## config.mk

```make
export PLATFORM = sky130hd
export DESIGN_NAME = fp_round_normalizer_flat
export DESIGN_NICKNAME = d
export VERILOG_FILES = /design/src/rtl/fp_round_normalizer_if.sv /design/src/rtl/fp_round_normalizer.sv /design/src/flat_wrapper.sv
export SDC_FILE = /design/constraint.sdc
export NUM_CORES = 1
export LEC_CHECK = 0
export ABC_CLOCK_PERIOD_IN_PS = 1900
export CORE_MARGIN = 2
export CORE_UTILIZATION = 50
export DETAILED_ROUTE_END_ITERATION = 8
export PLACE_DENSITY = 0.82
export RECOVER_POWER = 100
export SYNTH_ARGS = -nofsm -noshare
export SYNTH_HDL_FRONTEND = slang
export SYNTH_SLANG_ARGS = --single-unit
```

## constraint.sdc

```tcl
create_clock -name clk -period 1.9 [get_ports clk]
set_input_delay 0.285 -clock clk [delete_from_list [all_inputs] [get_ports clk]]
set_output_delay 0.285 -clock clk [all_outputs]
set_load 0.01 [all_outputs]
```

## src/rtl/fp_round_normalizer_if.sv

```systemverilog
// -----------------------------------------------------------------------------
// fp_round_normalizer_if
//
// Purpose: bundles the request/result signals of fp_round_normalizer so the
// block and its producer/consumer share one connection object.
//
// Signals:
//   start  - request pulse, honoured only while the normalizer is idle
//   s_in   - sign from the sign-magnitude stage
//   sm_in  - 12-bit magnitude from the sign-magnitude stage
//   busy   - normalizer is working on a request (any state but idle)
//   done   - one-cycle pulse, result valid from this cycle on
//   s_out  - result sign
//   e_out  - result exponent (3 bits)
//   f_out  - result significand (4 bits); value = f_out * 2^e_out
//
// Modports:
//   master - the requester: drives start/s_in/sm_in, observes the result
//   slave  - the normalizer itself
// -----------------------------------------------------------------------------
interface fp_round_normalizer_if #(
  parameter int MAG_W = 12
);
  logic             start;
  logic             s_in;
  logic [MAG_W-1:0] sm_in;
  logic             busy;
  logic             done;
  logic             s_out;
  logic [2:0]       e_out;
  logic [3:0]       f_out;

  modport master (
    output start, s_in, sm_in,
    input  busy, done, s_out, e_out, f_out
  );

  modport slave (
    input  start, s_in, sm_in,
    output busy, done, s_out, e_out, f_out
  );
endinterface

```

## src/rtl/fp_round_normalizer.sv

```systemverilog
// -----------------------------------------------------------------------------
// fp_round_normalizer
//
// Purpose: converts a sign + 12-bit magnitude into an 8-bit floating-point
// word {sign, E[2:0], F[3:0]} with value F * 2^E. The leading one is found by
// a serial left-shift search (at most 7 steps), then the result is rounded
// (or truncated) and saturated to E = 7, F = 15 when it does not fit.
//
// Ports:
//   clk  - system clock, all state changes on its rising edge
//   rst  - asynchronous active-high reset
//   bus  - fp_round_normalizer_if.slave (start, s_in, sm_in, busy, done,
//          s_out, e_out, f_out)
//
// Configuration macro:
//   FP_ROUND_EN - defined: round-half-up on the bit below F, with overflow
//                 renormalisation and saturation.
//                 undefined: plain truncation; only sm_in = 0x800 saturates.
//   Latency is identical in both builds.
//
// Timing: with n shift steps the done pulse appears n+3 edges after the edge
// that samples start; the saturated 0x800 request takes 2 edges.
// -----------------------------------------------------------------------------
module fp_round_normalizer #(
  parameter int MAG_W   = 12,
  parameter int EXP_MAX = 7
) (
  input  logic                  clk,
  input  logic                  rst,
  fp_round_normalizer_if.slave  bus
);

  // Working register holds the lower 11 magnitude bits; bit 11 only ever
  // appears for the -2048 code, which takes the saturation path instead.
  localparam int         W_W    = MAG_W - 1;
  localparam logic [2:0] EC_MAX = 3'(EXP_MAX);

  typedef enum logic [1:0] {
    ST_IDLE  = 2'd0,
    ST_SHIFT = 2'd1,
    ST_ROUND = 2'd2,
    ST_DONE  = 2'd3
  } state_t;

  state_t         state_q, state_d;
  logic [W_W-1:0] w_q,     w_d;
  logic [2:0]     ec_q,    ec_d;
  logic           sat_q,   sat_d;
  logic           sign_q,  sign_d;
  logic           busy_q,  busy_d;
  logic           done_q,  done_d;
  logic           s_out_q, s_out_d;
  logic [2:0]     e_out_q, e_out_d;
  logic [3:0]     f_out_q, f_out_d;

  // Rounding datapath, evaluated from the working register in ROUND.
  logic [4:0] f_sum;
  logic [3:0] ec_inc;
  logic [3:0] f_rnd;
  logic [2:0] e_rnd;

  // Round (or truncate) the top four working bits and apply saturation.
  always_comb begin
`ifdef FP_ROUND_EN
    f_sum = {1'b0, w_q[10:7]} + {4'b0000, w_q[6]};
`else
    f_sum = {1'b0, w_q[10:7]};
`endif
    // A carry out of F means 1111 + 1 = 10000: renormalise to 1000 and
    // bump the exponent. Computed 4 bits wide so an exponent of 8 is visible.
    if (f_sum[4]) begin
      f_rnd  = 4'd8;
      ec_inc = {1'b0, ec_q} + 4'd1;
    end else begin
      f_rnd  = f_sum[3:0];
      ec_inc = {1'b0, ec_q};
    end
    if (sat_q || ec_inc[3]) begin
      e_rnd = 3'd7;
      f_rnd = 4'd15;
    end else begin
      e_rnd = ec_inc[2:0];
    end
  end

  // Next-state and next-output logic for the IDLE/SHIFT/ROUND/DONE sequence.
  always_comb begin
    state_d = state_q;
    w_d     = w_q;
    ec_d    = ec_q;
    sat_d   = sat_q;
    sign_d  = sign_q;
    busy_d  = busy_q;
    done_d  = 1'b0;
    s_out_d = s_out_q;
    e_out_d = e_out_q;
    f_out_d = f_out_q;
    case (state_q)
      ST_IDLE: begin
        if (bus.start) begin
          sign_d = bus.s_in;
          w_d    = bus.sm_in[W_W-1:0];
          ec_d   = EC_MAX;
          busy_d = 1'b1;
          // Bit 11 set can only be -2048: no shift search, straight to
          // saturation.
          if (bus.sm_in[MAG_W-1]) begin
            sat_d   = 1'b1;
            state_d = ST_ROUND;
          end else begin
            sat_d   = 1'b0;
            state_d = ST_SHIFT;
          end
        end else begin
          busy_d = 1'b0;
        end
      end
      ST_SHIFT: begin
        // Stop once the leading one sits in bit 10, or after 7 shifts; in the
        // latter case E = 0 and F holds sm_in[3:0] exactly.
        if (w_q[10] || (ec_q == 3'd0)) begin
          state_d = ST_ROUND;
        end else begin
          w_d  = {w_q[W_W-2:0], 1'b0};
          ec_d = ec_q - 3'd1;
        end
      end
      ST_ROUND: begin
        s_out_d = sign_q;
        e_out_d = e_rnd;
        f_out_d = f_rnd;
        done_d  = 1'b1;
        state_d = ST_DONE;
      end
      ST_DONE: begin
        // start is ignored here; the requester must re-assert it in IDLE.
        state_d = ST_IDLE;
        busy_d  = 1'b0;
        sat_d   = 1'b0;
      end
      default: begin
        state_d = ST_IDLE;
        busy_d  = 1'b0;
        sat_d   = 1'b0;
      end
    endcase
  end

  // State and output registers; reset aborts any request without a done.
  always_ff @(posedge clk or posedge rst) begin
    if (rst) begin
      state_q <= ST_IDLE;
      w_q     <= '0;
      ec_q    <= 3'd0;
      sat_q   <= 1'b0;
      sign_q  <= 1'b0;
      busy_q  <= 1'b0;
      done_q  <= 1'b0;
      s_out_q <= 1'b0;
      e_out_q <= 3'd0;
      f_out_q <= 4'd0;
    end else begin
      state_q <= state_d;
      w_q     <= w_d;
      ec_q    <= ec_d;
      sat_q   <= sat_d;
      sign_q  <= sign_d;
      busy_q  <= busy_d;
      done_q  <= done_d;
      s_out_q <= s_out_d;
      e_out_q <= e_out_d;
      f_out_q <= f_out_d;
    end
  end

  assign bus.busy  = busy_q;
  assign bus.done  = done_q;
  assign bus.s_out = s_out_q;
  assign bus.e_out = e_out_q;
  assign bus.f_out = f_out_q;

endmodule

```

## src/flat_wrapper.sv

```systemverilog
// flat-port wrapper written by rule: the top's interface ports become plain ports
module fp_round_normalizer_flat 
#(
  parameter int MAG_W   = 12,
  parameter int EXP_MAX = 7
)
  (clk, rst, bus_start, bus_s_in, bus_sm_in, bus_busy, bus_done, bus_s_out, bus_e_out, bus_f_out);
  fp_round_normalizer_if #(.MAG_W(MAG_W)) bus_i ();
  input  logic clk;
  input  logic rst;
  input wire logic [$bits(bus_i.start)-1:0] bus_start;
  input wire logic [$bits(bus_i.s_in)-1:0] bus_s_in;
  input wire logic [$bits(bus_i.sm_in)-1:0] bus_sm_in;
  output wire logic [$bits(bus_i.busy)-1:0] bus_busy;
  output wire logic [$bits(bus_i.done)-1:0] bus_done;
  output wire logic [$bits(bus_i.s_out)-1:0] bus_s_out;
  output wire logic [$bits(bus_i.e_out)-1:0] bus_e_out;
  output wire logic [$bits(bus_i.f_out)-1:0] bus_f_out;
  assign bus_i.start = bus_start;
  assign bus_i.s_in = bus_s_in;
  assign bus_i.sm_in = bus_sm_in;
  assign bus_busy = bus_i.busy;
  assign bus_done = bus_i.done;
  assign bus_s_out = bus_i.s_out;
  assign bus_e_out = bus_i.e_out;
  assign bus_f_out = bus_i.f_out;
  fp_round_normalizer #(.MAG_W(MAG_W), .EXP_MAX(EXP_MAX)) u_core (.clk(clk), .rst(rst), .bus(bus_i));
endmodule
```

# [Word level (Yosys, flattened, before mapping)]
# Cells that the tools add are included.
[op_classes] n_reduce_logical=9 add_sub_neg=1 mux=18 eq_ne=6
[ops] operator="2-to-1 mux 11 bit" count=2
[ops] operator="one-hot mux 11 bit (2 select lines)" count=1
[ops] operator="2-to-1 mux 3 bit" count=3
[ops] operator="one-hot mux 2 bit (4 select lines)" count=1
[ops] operator="2-to-1 mux 2 bit" count=3
[ops] operator="one-hot mux 3 bit (2 select lines)" count=1
[ops] operator="AND reduction 2 bit" count=3
[ops] operator="== test 2 bit, second input constant" count=2
[ops] operator="2-to-1 mux 1 bit" count=4
[ops] operator="2-to-1 mux 4 bit" count=1
[ops] operator="!= test 2 bit, second input constant" count=2
[ops] operator="one-hot mux 1 bit (2 select lines)" count=2
[ops] operator="nonzero test 2 bit" count=2
[ops] operator="zero test 3 bit" count=1
[ops] operator="AND reduction 3 bit" count=1
[ops] operator="subtractor 3 x 1 -> 3 bit, second input constant" count=1
[ops] operator="== test 2 x 1 -> 1 bit, second input constant" count=1
[ops] operator="zero test 2 bit" count=1
[ops] operator="!= test 2 x 1 -> 1 bit, second input constant" count=1
[ops] operator="logical OR 1 bit" count=1
[word_totals] reg_bits=28 inputBits=16

# [Depth between registers and ports, before layout]
# Gate-level depths: netlist of run 1.
[logic_depth] ltp_word=4 depth_mapped=7 mapped_depth_nobuf=6

# [Worst setup path before layout of run 1]
# OpenSTA, ideal clock, no wires.
[synth_path] kind="register -> register" start="register u_core.ec_q[0]" end="register u_core.w_q[0]" setup_time_ns=0.125 period_less_slack_ns=1.641 t_arrival_ns=1.516 n_path_buf=1 stages_incl_launch_ff=8 setup_slack_ns=0.259 t_required_ns=1.775 cell_sequence="dfrtp_1 > inv_1 > ha_1 > ha_1 > o21ai_2 > o211ai_2 > buf_8 > mux2_4"
[synth_between] elab_chain_cells=4
[synth_rtl] item="start, declared" line="fp_round_normalizer.sv:47" text="logic [2:0] ec_q, ec_d;"
[synth_rtl] item="start signal, assigned" line="fp_round_normalizer.sv:154" text="ec_q <= 3'd0;"
[synth_rtl] item="start signal, assigned" line="fp_round_normalizer.sv:165" text="ec_q <= ec_d;"
[synth_rtl] item="zero test 3 bit" line="fp_round_normalizer.sv:121" text="if (w_q[10] || (ec_q == 3'd0)) begin"
[synth_rtl] item="logical OR 1 bit" line="fp_round_normalizer.sv:121"
[synth_rtl] item="!= test 2 bit (no line)"
[synth_rtl] item="AND reduction 3 bit (no line)"
[synth_rtl] item="end signal, assigned" line="fp_round_normalizer.sv:164" text="w_q <= w_d;"
[synth_rtl] item="end, declared" line="fp_round_normalizer.sv:46" text="logic [W_W-1:0] w_q, w_d;"
# Every way passes these cells.
# A chain may end at the register's enable or synchronous reset.

# [Worst setup path after layout of run 1]
[layout_path] start="register u_core.state_q[0]" end="register u_core.w_q[8]"
[layout_between] elab_chain_cells=3 word_cells_on_any_way=7 cone_classes="3 x eq/ne; 1 x mux; 3 x reduce/logical"
[layout_rtl] item="start, declared" line="fp_round_normalizer.sv:45" text="state_t state_q, state_d;"
[layout_rtl] item="start signal, assigned" line="fp_round_normalizer.sv:163" text="state_q <= state_d;"
[layout_rtl] item="== test 2 x 1 -> 1 bit / zero test 2 bit (equally long branches)" line="fp_round_normalizer.sv:98" text="case (state_q)"
[layout_rtl] item="!= test 2 bit (no line) / nonzero test 2 bit (equally long branches)"
[layout_rtl] item="AND reduction 3 bit (no line)"
# Parallel ways exist; a longest one is shown, timed or not.

==> results of run 1 <==
cell families (layout without fill, tap and decap cells):
family / Yosys count / count (layout) / synth area share (%)
adder cells (fa/ha/maj): 6 / 6 / 5.504
flip-flops: 28 / 28 / 51.38
AND/OR/NAND/NOR: 15 / 15 / 6.056
AO/OA/AOI/OAI: 18 / 18 / 9.633
buffers and inverters: 11 / 40 / 4.954
multiplexers: 25 / 25 / 22.48
stage by stage:
step                      total power [W]  util [%]  setup slack (ns)
after floorplan                  0.002117         -            0.2589
after global placement           0.002478     65.53            0.1697
after detailed placement         0.002557     65.53            0.1101
after CTS                        0.002950     67.61            0.1077
after global routing             0.003052     67.01          0.004163
final                            0.002858     67.01            0.1106
per-layer routing:
layer / global-route usage [%] / routed length [µm] / vias up
met5: 0 / 0 / -
met4: 8.163 / 48 / 0
met3: 0.6977 / 41 / 4
met2: 29.92 / 1255 / 18
met1: 23.42 / 1144 / 441
li1: - / - / 424
Yosys cell counts, types with 2 or more instances:
cell / n
a21boi_0: 3
a21oi_1: 2
buf_6: 2
dfrtp_1: 28
ha_1: 6
inv_1: 7
mux2_2: 17
mux2_4: 7
nand2_1: 3
nand4_1: 3
nor2_1: 4
o21ai_0: 5
o22a_1: 6
cell usage in the layout, fill, tap and decap left out, types with 2 or more instances in the layout:
master,n
ha_1,6
nor2_1,4
clkdlybuf4s50_1,14
a21boi_0,3
dlygate4sd3_1,11
mux2_2,17
o22a_1,6
o21ai_0,6
mux2_4,7
clkbuf_4,3
nand2_1,3
inv_1,7
a21oi_1,2
nand4_1,3
dfrtp_1,28
worst reg2reg max path, cell delays in order (launching register included):
cell	delay, ns
dfrtp_1	0.44
inv_1	0.11
ha_1	0.32
nand2b_2	0.13
o211ai_1	0.16
buf_12	0.20
mux2_2	0.35
layout make-up:
cell class / instances / area, µm² / area share [%]
Timing Repair Buffer: 29 / 286.5 / 16.95
Clock inverter: 1 / 30.03 / 1.776
Tap cell: 30 / 37.54 / 2.221
Sequential cell: 28 / 700.7 / 41.45
Clock buffer: 3 / 22.52 / 1.332
Inverter: 7 / 26.28 / 1.554
Multi-Input combinational cell: 64 / 586.8 / 34.72
flip-flops by register name, indices dropped and copies added (netlist names):
signal	count
u_core.bus.s_out	1
u_core.bus.e_out	3
u_core.bus.busy	1
u_core.sign_q	1
u_core.state_q	2
u_core.bus.f_out	4
u_core.bus.done	1
u_core.w_q	11
u_core.sat_q	1
u_core.ec_q	3
path summary, 6_finish.rpt:
path / from / to / slack, ns
worst min-delay path: u_core.bus.busy / u_core.bus.busy / 0.50
min in group asynchronous: rst / u_core.ec_q[0] / 0.54
worst max register to register: u_core.state_q[0] / u_core.w_q[8] / 0.11
worst min register to register: u_core.bus.busy / u_core.bus.busy / 0.50
worst max-delay path: u_core.state_q[0] / u_core.w_q[8] / 0.11
max in group asynchronous: rst / u_core.ec_q[2] / 0.94
power by group through the flow:
stage                     clock [W]  sequential [W]  combinational [W]
after CTS                  0.000400         0.00104            0.00151
after floorplan                   0         0.00104            0.00108
after global placement            0         0.00103            0.00145
after global routing       0.000424         0.00106            0.00157
after detailed placement          0         0.00104            0.00151
final                      0.000392         0.00103            0.00144
==> metrics.md, run 1 <==
| Metric | Value |
|---|---|
| Status | `complete, no violations` |
| #FFs+latches synth | `28` |
| Fillers | `204` |
| Internal power | `0.001912 W` |
| FP Rows | `18` |
| NetSw | `0.0009463 W` |
| 1st-iter DRT viols | `7` |
| WL/cell | `15.37 µm` |
| Critical Path Max Stage Delay | `0.44 ns` |
| Pwr Density | `1691 nW/µm²` |
| R2R depth | `6` |
| CTS clk-pin slew, worst paths | `0.15 ns` |
| GRT overflow | `0` |
| Worst setup SP type | `flop` |
| PostCTS Resize Cnt | `0` |
| WHS | `0.4982 ns` |
| CP Class | `reg -> reg` |
| Gr usage total | `17.69%` |
| Num ports | `26` |
| Max Root-Sink Buffers | `2` |
| First-pass GRT wire length | `4319 µm` |
| Worst Tran Pin Value | `0.6641 ns` |
| Final period utilization | `94.18%` |
| Vias in the first global route | `948` |
| Area Overhead vs Synth | `23.94%` |
| Hold Path Class | `reg -> reg` |
| HPWL after detailed placement | `1842 µm` |
| Clock group share of total power | `13.7%` |
| Comb pwr share | `50.2%` |
| CTS sink cnt | `28` |
| Via count | `887` |
| Die Ht | `56.23 µm` |
| Synth Instances | `103` |
| Inserted Diodes | `0` |
| Setup TNS | `0 ns` |
| Final wirelength | `2490 µm` |
| CP arrival | `2.03 ns` |
| CP max FO | `14` |
| Leakage | `0.7527 nW` |
| Post-synth EDFFs | `0` |
| H-Tree Level Count | `1` |
| Layout cells sized above 1 | `25.00%` |
| Largest net degree at the start of global routing | `29` |
| Nets | `155` |
| CORE AREA | `2522 µm²` |
| Worst path cell trace | `inv_1 > ha_1 > nand2b_2 > o211ai_1 > buf_12 > mux2_2` |
| Starting density of the core | `54.07%` |
| Buf+Inv Stages, Crit Path | `2` |
| WP data required | `2.14 ns` |
| GP Congestion | `0.8358` |
| Synth Cell Area | `1364 µm²` |
| Post-Syn Nets | `125` |
| TritonCTS buffer count | `3` |
| PortBufs | `25` |
| Post-CTS Setup Repair Bufs | `0` |
| DRT antenna net count | `0` |
| Die Wd | `56.23 µm` |
| Antenna violations before repair | `0` |
| Crit path time final | `1.789 ns` |
| Max cap viols | `0` |
| Clk root buf | `clkbuf_4` |
| Switch share | `33.11%` |
| Worst skew pair latency | `0.33 ns` |
| Hold path cells | `2` |
| Syn Area/Cell | `13.24 µm²` |
| Via/cell ratio | `5.475` |
| Post-route cell area | `1690 µm²` |
| Placed cells | `158` |
| Dominant synthesized flop cell | `dfrtp_1` |
| Async SR Flop Fraction | `100.0%` |
| Synth warn | `0` |
| Sequential power share | `36.0%` |
| Slew margin rel. | `55.73%` |
| RSZ-0062 raised after global routing | `false` |
| Setup crit end kind | `flop` |
| Hold-fix buffers, CTS | `0` |
| Die area | `3161 µm²` |
| First-pass DRT Iterations | `4` |
| Dpl cell area | `1653 µm²` |
| Final cell count without fillers | `162` |
| Ranking of synthesized cells by area | `dfrtp_1 51%, mux2_2 14%, mux2_4 7.7%` |
| Cell depth of the worst setup path | `6` |
| Critical Path Slowest Stage Cell | `dfrtp_1` |
| Hold Fails Final Rpt | `0` |
| CTS tree | `done` |
| Register area share after synthesis | `51.38%` |
| Final setup vio count | `0` |
| Slew Viols, Final | `0` |
| DRC | `0` |
| Netlist cell types | `23` |
| Post-synth top area share | `51.38%` |
| Top Family by Delay on Critical Path | `flip-flops` |
| Synth area leader | `dfrtp_1` |
| VDD IR max | `0.9914 mV` |
| Clk_skew | `0.005315 ns` |
| Peak Freq | `0.5588 GHz` |
Note: power is estimated with default switching activity, not from simulation.
==> run 2: changes to the inputs <==
--- a/config.mk
+++ b/config.mk
@@ -5,8 +5,8 @@
 export SDC_FILE = /design/constraint.sdc
 export NUM_CORES = 1
 export LEC_CHECK = 0
-export ABC_CLOCK_PERIOD_IN_PS = 1900
-export CORE_MARGIN = 2
+export ABC_CLOCK_PERIOD_IN_PS = 2000
+export CORE_MARGIN = 1
 export CORE_UTILIZATION = 50
 export DETAILED_ROUTE_END_ITERATION = 8
 export PLACE_DENSITY = 0.82
==> constraint.sdc (replaced) <==
create_clock -name clk -period 2 [get_ports clk]
set_input_delay 0.3 -clock clk [delete_from_list [all_inputs] [get_ports clk]]
set_output_delay 0.3 -clock clk [all_outputs]
set_load 0.01 [all_outputs]
==> run 2 against run 1 <==
Against the previous run:
- sequential power decreased by 6%
- global-route usage shrank 0.11 points
- register-to-register slack better by 0.09 ns
- sequential share of layout area is 1.4 points higher
- routed wire length decreased by 14%
- critical path depth unchanged
- clock skew is 0.0038 ns higher
- via count decreased by 3.7%
- worst hold slack improved by 0.0051 ns
- cell count shrank 0.62%
- die area fell by 7.0%
==> metrics.md, run 2 (synthesis results as in run 1) <==
| Metric | Value |
|---|---|
| Status | `complete, no violations` |
| Layout cells sized above 1 | `19.85%` |
| Setup TNS | `0 ns` |
| First-pass DRT Iterations | `4` |
| Worst path cell trace | `inv_1 > ha_1 > buf_4 > o21ai_2 > o211ai_4 > mux2_2` |
| Leakage | `0.7028 nW` |
| Most common cell after layout, fill and taps aside | `dfrtp_1` |
| Antenna violations before repair | `0` |
| Via count | `854` |
| Critical Path Max Stage Delay | `0.44 ns` |
| Die Ht | `54.23 µm` |
| CP Class | `reg -> reg` |
| Max cap viols | `0` |
| Reg-to-Reg Start | `u_core.state_q[1]` |
| Worst setup SP type | `flop` |
| H-Tree Level Count | `1` |
| CORE AREA | `2522 µm²` |
| Worst skew pair latency | `0.33 ns` |
| DRT antenna net count | `0` |
| Area Overhead vs Synth | `19.91%` |
| Worst Tran Pin Value | `0.6644 ns` |
| Max Root-Sink Buffers | `2` |
| Most frequent cells in the layout | `28 x dfrtp_1, 17 x mux2_2, 14 x clkdlybuf4s50_1, 11 x dlygate4sd3_1` |
| Layout Utilization | `64.83%` |
| CTS clk-pin slew, worst paths | `0.14 ns` |
| Vias in the first global route | `781` |
| Clk root buf | `clkbuf_4` |
| Slew margin rel. | `55.71%` |
| Setup crit end kind | `flop` |
| Slew Viols, Final | `0` |
| Peak Freq | `0.5555 GHz` |
| CP max FO | `16` |
| GRT overflow | `0` |
| Via/cell ratio | `5.304` |
| Inserted Diodes | `0` |
| CP arrival | `2.04 ns` |
| HPWL after detailed placement | `1622 µm` |
| Critical Path Slowest Stage Cell | `dfrtp_1` |
| Die Wd | `54.23 µm` |
| VDD IR max | `1.080 mV` |
| Largest net degree at the start of global routing | `29` |
| Num ports | `26` |
| Top reg by flops | `u_core.w_q` |
| DRC | `0` |
| CTS sink cnt | `28` |
| Starting density of the core | `54.07%` |
| TritonCTS buffer count | `3` |
| Final setup vio count | `0` |
| Die area | `2940 µm²` |
| FP Rows | `18` |
| Max FFs per register | `11` |
| Fillers | `203` |
| Worst Setup SP | `u_core.state_q[1]` |
| 1st-iter DRT viols | `10` |
| WL/cell | `13.31 µm` |
| RSZ-0062 raised after global routing | `false` |
| Hold-fix buffers, CTS | `0` |
| Final period utilization | `90.01%` |
| CTS tree | `done` |
| Pwr Density | `1445 nW/µm²` |
| Final wirelength | `2143 µm` |
| GP Congestion | `0.7454` |
| Hold path start | `u_core.bus.e_out[1]` |
| Gr usage total | `17.58%` |
| First-pass GRT wire length | `3525 µm` |
| Nets | `155` |
| Hold Path Class | `reg -> reg` |
| Hold Fails Final Rpt | `0` |
| PortBufs | `25` |
| Clk_skew | `0.009154 ns` |
| Crit path time final | `1.800 ns` |
| WP data required | `2.24 ns` |
==> run 2: worst paths after layout <==
| check | endpoint | slack, ns | cells past startpoint |
|---|---|---|---|
| max in group asynchronous | u_core.w_q[3] | 1.01 | 3 |
| max reg2reg | u_core.w_q[6] | 0.20 | 6 |
| min in group asynchronous | u_core.sat_q | 0.56 | 3 |
| min | u_core.bus.e_out[1] | 0.50 | 1 |
| max | u_core.w_q[6] | 0.20 | 6 |
| min reg2reg | u_core.bus.e_out[1] | 0.50 | 1 |
==> run 2: layout make-up <==
type | instances | area (µm²) | share of cell area (%)
Clock buffer | 3 | 22.52 | 1.377
Inverter | 7 | 26.28 | 1.607
Multi-Input combinational cell | 64 | 578.1 | 35.35
Timing Repair Buffer | 29 | 270.3 | 16.53
Sequential cell | 28 | 700.7 | 42.85
Tap cell | 30 | 37.54 | 2.295
==> run 2: per-layer routing <==
metal  track usage (%)  vias to the layer above  part of all wire, %
met5                 0                        -                    0
met4             7.692                        0                  1.9
met3             5.000                        5                  3.0
met2             27.64                       13                   47
met1             22.40                      416                   48
li1                  -                      420                    -
==> run 2: worst max-delay path, delay by kind of cell, from the launching register on <==
family | cells | cell delay [ns]
AO/OA/AOI/OAI | 2 | 0.31
adder cells (fa/ha/maj) | 1 | 0.22
buffers and inverters | 2 | 0.34
flip-flops | 1 | 0.44
multiplexers | 1 | 0.39
==> run 2: through the flow <==
| step | setup WS, ns | cell area [µm²] | std cells | hold slack (ns) | power (W) |
|---|---|---|---|---|---|
| 3_3_place_gp | 0.1112 | 1640 | 158 | 0.4648 | 0.002300 |
| 2_1_floorplan | 0.3589 | 1364 | 103 | 0.3654 | 0.002011 |
| 6_report | 0.1998 | 1635 | 161 | 0.5033 | 0.002364 |
| 5_1_grt | 0.1099 | 1635 | 161 | 0.5272 | 0.002552 |
| 4_1_cts | 0.01132 | 1663 | 161 | 0.3194 | 0.002575 |
| 3_5_place_dp | 0.01843 | 1640 | 158 | 0.4826 | 0.002346 |
==> run 2: power by group <==
part	internal (W)	switching, W
clock	0.0000708	0.000157
sequential	0.000823	0.000142
combinational	0.000635	0.000536
total	0.00153	0.000835
==> run 2: timing repair <==
action | in CTS | in global routing
gates resized for setup | 0 | 1
setup buffers | 0 | 0
setup endpoints to repair | 0 | 11
==> run 3: changes to the inputs <==
--- a/config.mk
+++ b/config.mk
@@ -6,6 +6,7 @@
 export NUM_CORES = 1
 export LEC_CHECK = 0
 export ABC_CLOCK_PERIOD_IN_PS = 2000
+export CORE_ASPECT_RATIO = 0.8
 export CORE_MARGIN = 1
 export CORE_UTILIZATION = 50
 export DETAILED_ROUTE_END_ITERATION = 8
==> run 3 against run 2 <==
Against the previous run:
- power increased by 4.4%
- clock skew decreased by 0.0074 ns
- clock power increased by 19%
==> metrics.md, run 3 (synthesis results as in run 1) <==
| Metric | Value |
|---|---|
| First-pass DRT Iterations | `4` |
| FP Rows | `16` |
| Total power draw | `0.002467 W` |
| Worst setup SP type | `flop` |
| Worst skew pair latency | `0.33 ns` |
| Via count | `859` |
| First-pass GRT wire length | `4229 µm` |
| CP arrival | `2.06 ns` |
| Vias in the first global route | `904` |
| Pwr Density | `1483 nW/µm²` |
| CTS tree | `done` |
| Clk_skew | `0.001770 ns` |
| Crit path time final | `1.832 ns` |
| FF-to-FF setup slack | `0.17 ns` |
| Status | `complete, no violations` |
| Clk root buf | `clkbuf_4` |
| Most frequent cells in the layout | `28 x dfrtp_1, 17 x mux2_2, 14 x clkdlybuf4s50_1, 11 x dlygate4sd3_1` |
| Leakage | `0.7142 nW` |
| Gr usage total | `19.50%` |
| Inserted Diodes | `0` |
| Setup crit end kind | `flop` |
| Area Overhead vs Synth | `22.02%` |
| WP data required | `2.23 ns` |
| CORE AREA | `2522 µm²` |
| Worst Tran Pin Value | `0.6738 ns` |
| Hold-fix buffers, CTS | `0` |
| Largest net degree at the start of global routing | `29` |
| Final setup vio count | `0` |
| Final wirelength | `2381 µm` |
| Slew margin rel. | `55.08%` |
| H-Tree Level Count | `1` |
| GRT overflow | `0` |
| Layout cells sized above 1 | `21.21%` |
| Num ports | `26` |
| Final period utilization | `91.58%` |
| Most common cell after layout, fill and taps aside | `dfrtp_1` |
| GP Congestion | `0.8370` |
| VDD IR max | `0.7746 mV` |
| Hold Fails Final Rpt | `0` |
| 1st-iter DRT viols | `12` |
| PortBufs | `25` |
| Max cap viols | `0` |
| DRC | `0` |
| WHS | `0.4893 ns` |
| Max FFs per register | `11` |
| Max Root-Sink Buffers | `2` |
| Antenna violations before repair | `0` |
| DRT antenna net count | `0` |
| Worst path cell trace | `inv_1 > ha_1 > clkbuf_1 > and2b_2 > a21oi_1 > mux2_2` |
| Die area | `2942 µm²` |
| Top reg by flops | `u_core.w_q` |
| CTS sink cnt | `28` |
| CP Class | `reg -> reg` |
| Critical Path Max Stage Delay | `0.43 ns` |
| Via/cell ratio | `5.113` |
| HPWL after detailed placement | `1782 µm` |
| Critical Path Slowest Stage Cell | `dfrtp_1` |
| Die Wd | `60.39 µm` |
| Setup TNS | `0 ns` |
| Slew Viols, Final | `0` |
| CTS clk-pin slew, worst paths | `0.14 ns` |
| Starting density of the core | `54.07%` |
| WL/cell | `14.17 µm` |
| Nets | `155` |
| CP max FO | `5` |
| Die Ht | `48.72 µm` |
| Peak Freq | `0.5460 GHz` |
| RSZ-0062 raised after global routing | `false` |
| Hold Path Class | `reg -> reg` |
| TritonCTS buffer count | `3` |
run 3: cell types whose count changed in the layout (fill, tap and decap cells not counted):
cell      change
clkbuf_4      +1
buf_4         -1
clkbuf_1      -1
clkbuf_8      +1
buf_6         +1
run 3: path summary, 6_finish.rpt:
check,startpoint,end,cells past startpoint
hold / removal,u_core.bus.busy,u_core.bus.busy,2
min in group asynchronous,rst,u_core.sign_q,3
max in group asynchronous,rst,u_core.bus.busy,3
setup reg to reg,u_core.state_q[1],u_core.state_q[1],6
hold reg to reg,u_core.bus.busy,u_core.bus.busy,2
setup / recovery,u_core.state_q[1],u_core.state_q[1],6
run 3: layout make-up:
class | count | area [µm²]
multi-input combinational | 64 | 578.1
sequential | 28 | 700.7
tap | 36 | 45.04
clock buffer | 4 | 36.28
inverter | 7 | 26.28
timing repair buffer | 29 | 277.8
fill | 209 | 858.3
run 3: metrics by stage:
stage	cell area (µm²)	std cells	util, %	setup slack (ns)
2_1_floorplan	1364	103	-	0.3589
4_1_cts	1677	167	66.47	0.02591
6_report	1664	168	65.97	0.1684
3_5_place_dp	1640	163	65.03	0.05546
3_3_place_gp	1640	163	65.03	0.1362
5_1_grt	1664	168	65.97	0.01836
run 3: repair_timing:
item,4_1_cts,5_1_grt
setup endpoints to repair,0,13
setup buffers,0,1
resized for setup,0,2
run 3: where the power goes:
| part | switching [W] | internal (W) | leakage [nW] |
|---|---|---|---|
| Sequential | 0.000156 | 0.000823 | 0.315 |
| Combinational | 0.000558 | 0.000659 | 0.378 |
| Clock | 0.000160 | 0.000112 | 0.0210 |
run 3: layer usage:
metal	vias up	global-route usage, %	part of all wire [%]	wire [µm]
met5	-	0	0	0
met4	0	3.876	1.3	32
met3	4	5.615	3.9	94
met2	21	30.04	48	1139
met1	415	27.23	47	1115
li1	419	-	-	-
run 3: worst max-delay path: cells and delay by family, from the launching register on:
kind / cells / cell delay, ns
flops: 1 / 0.43
mux: 1 / 0.37
fa+ha+maj: 1 / 0.26
buf+inv: 2 / 0.25
compound gates: 1 / 0.22
simple gates: 1 / 0.21
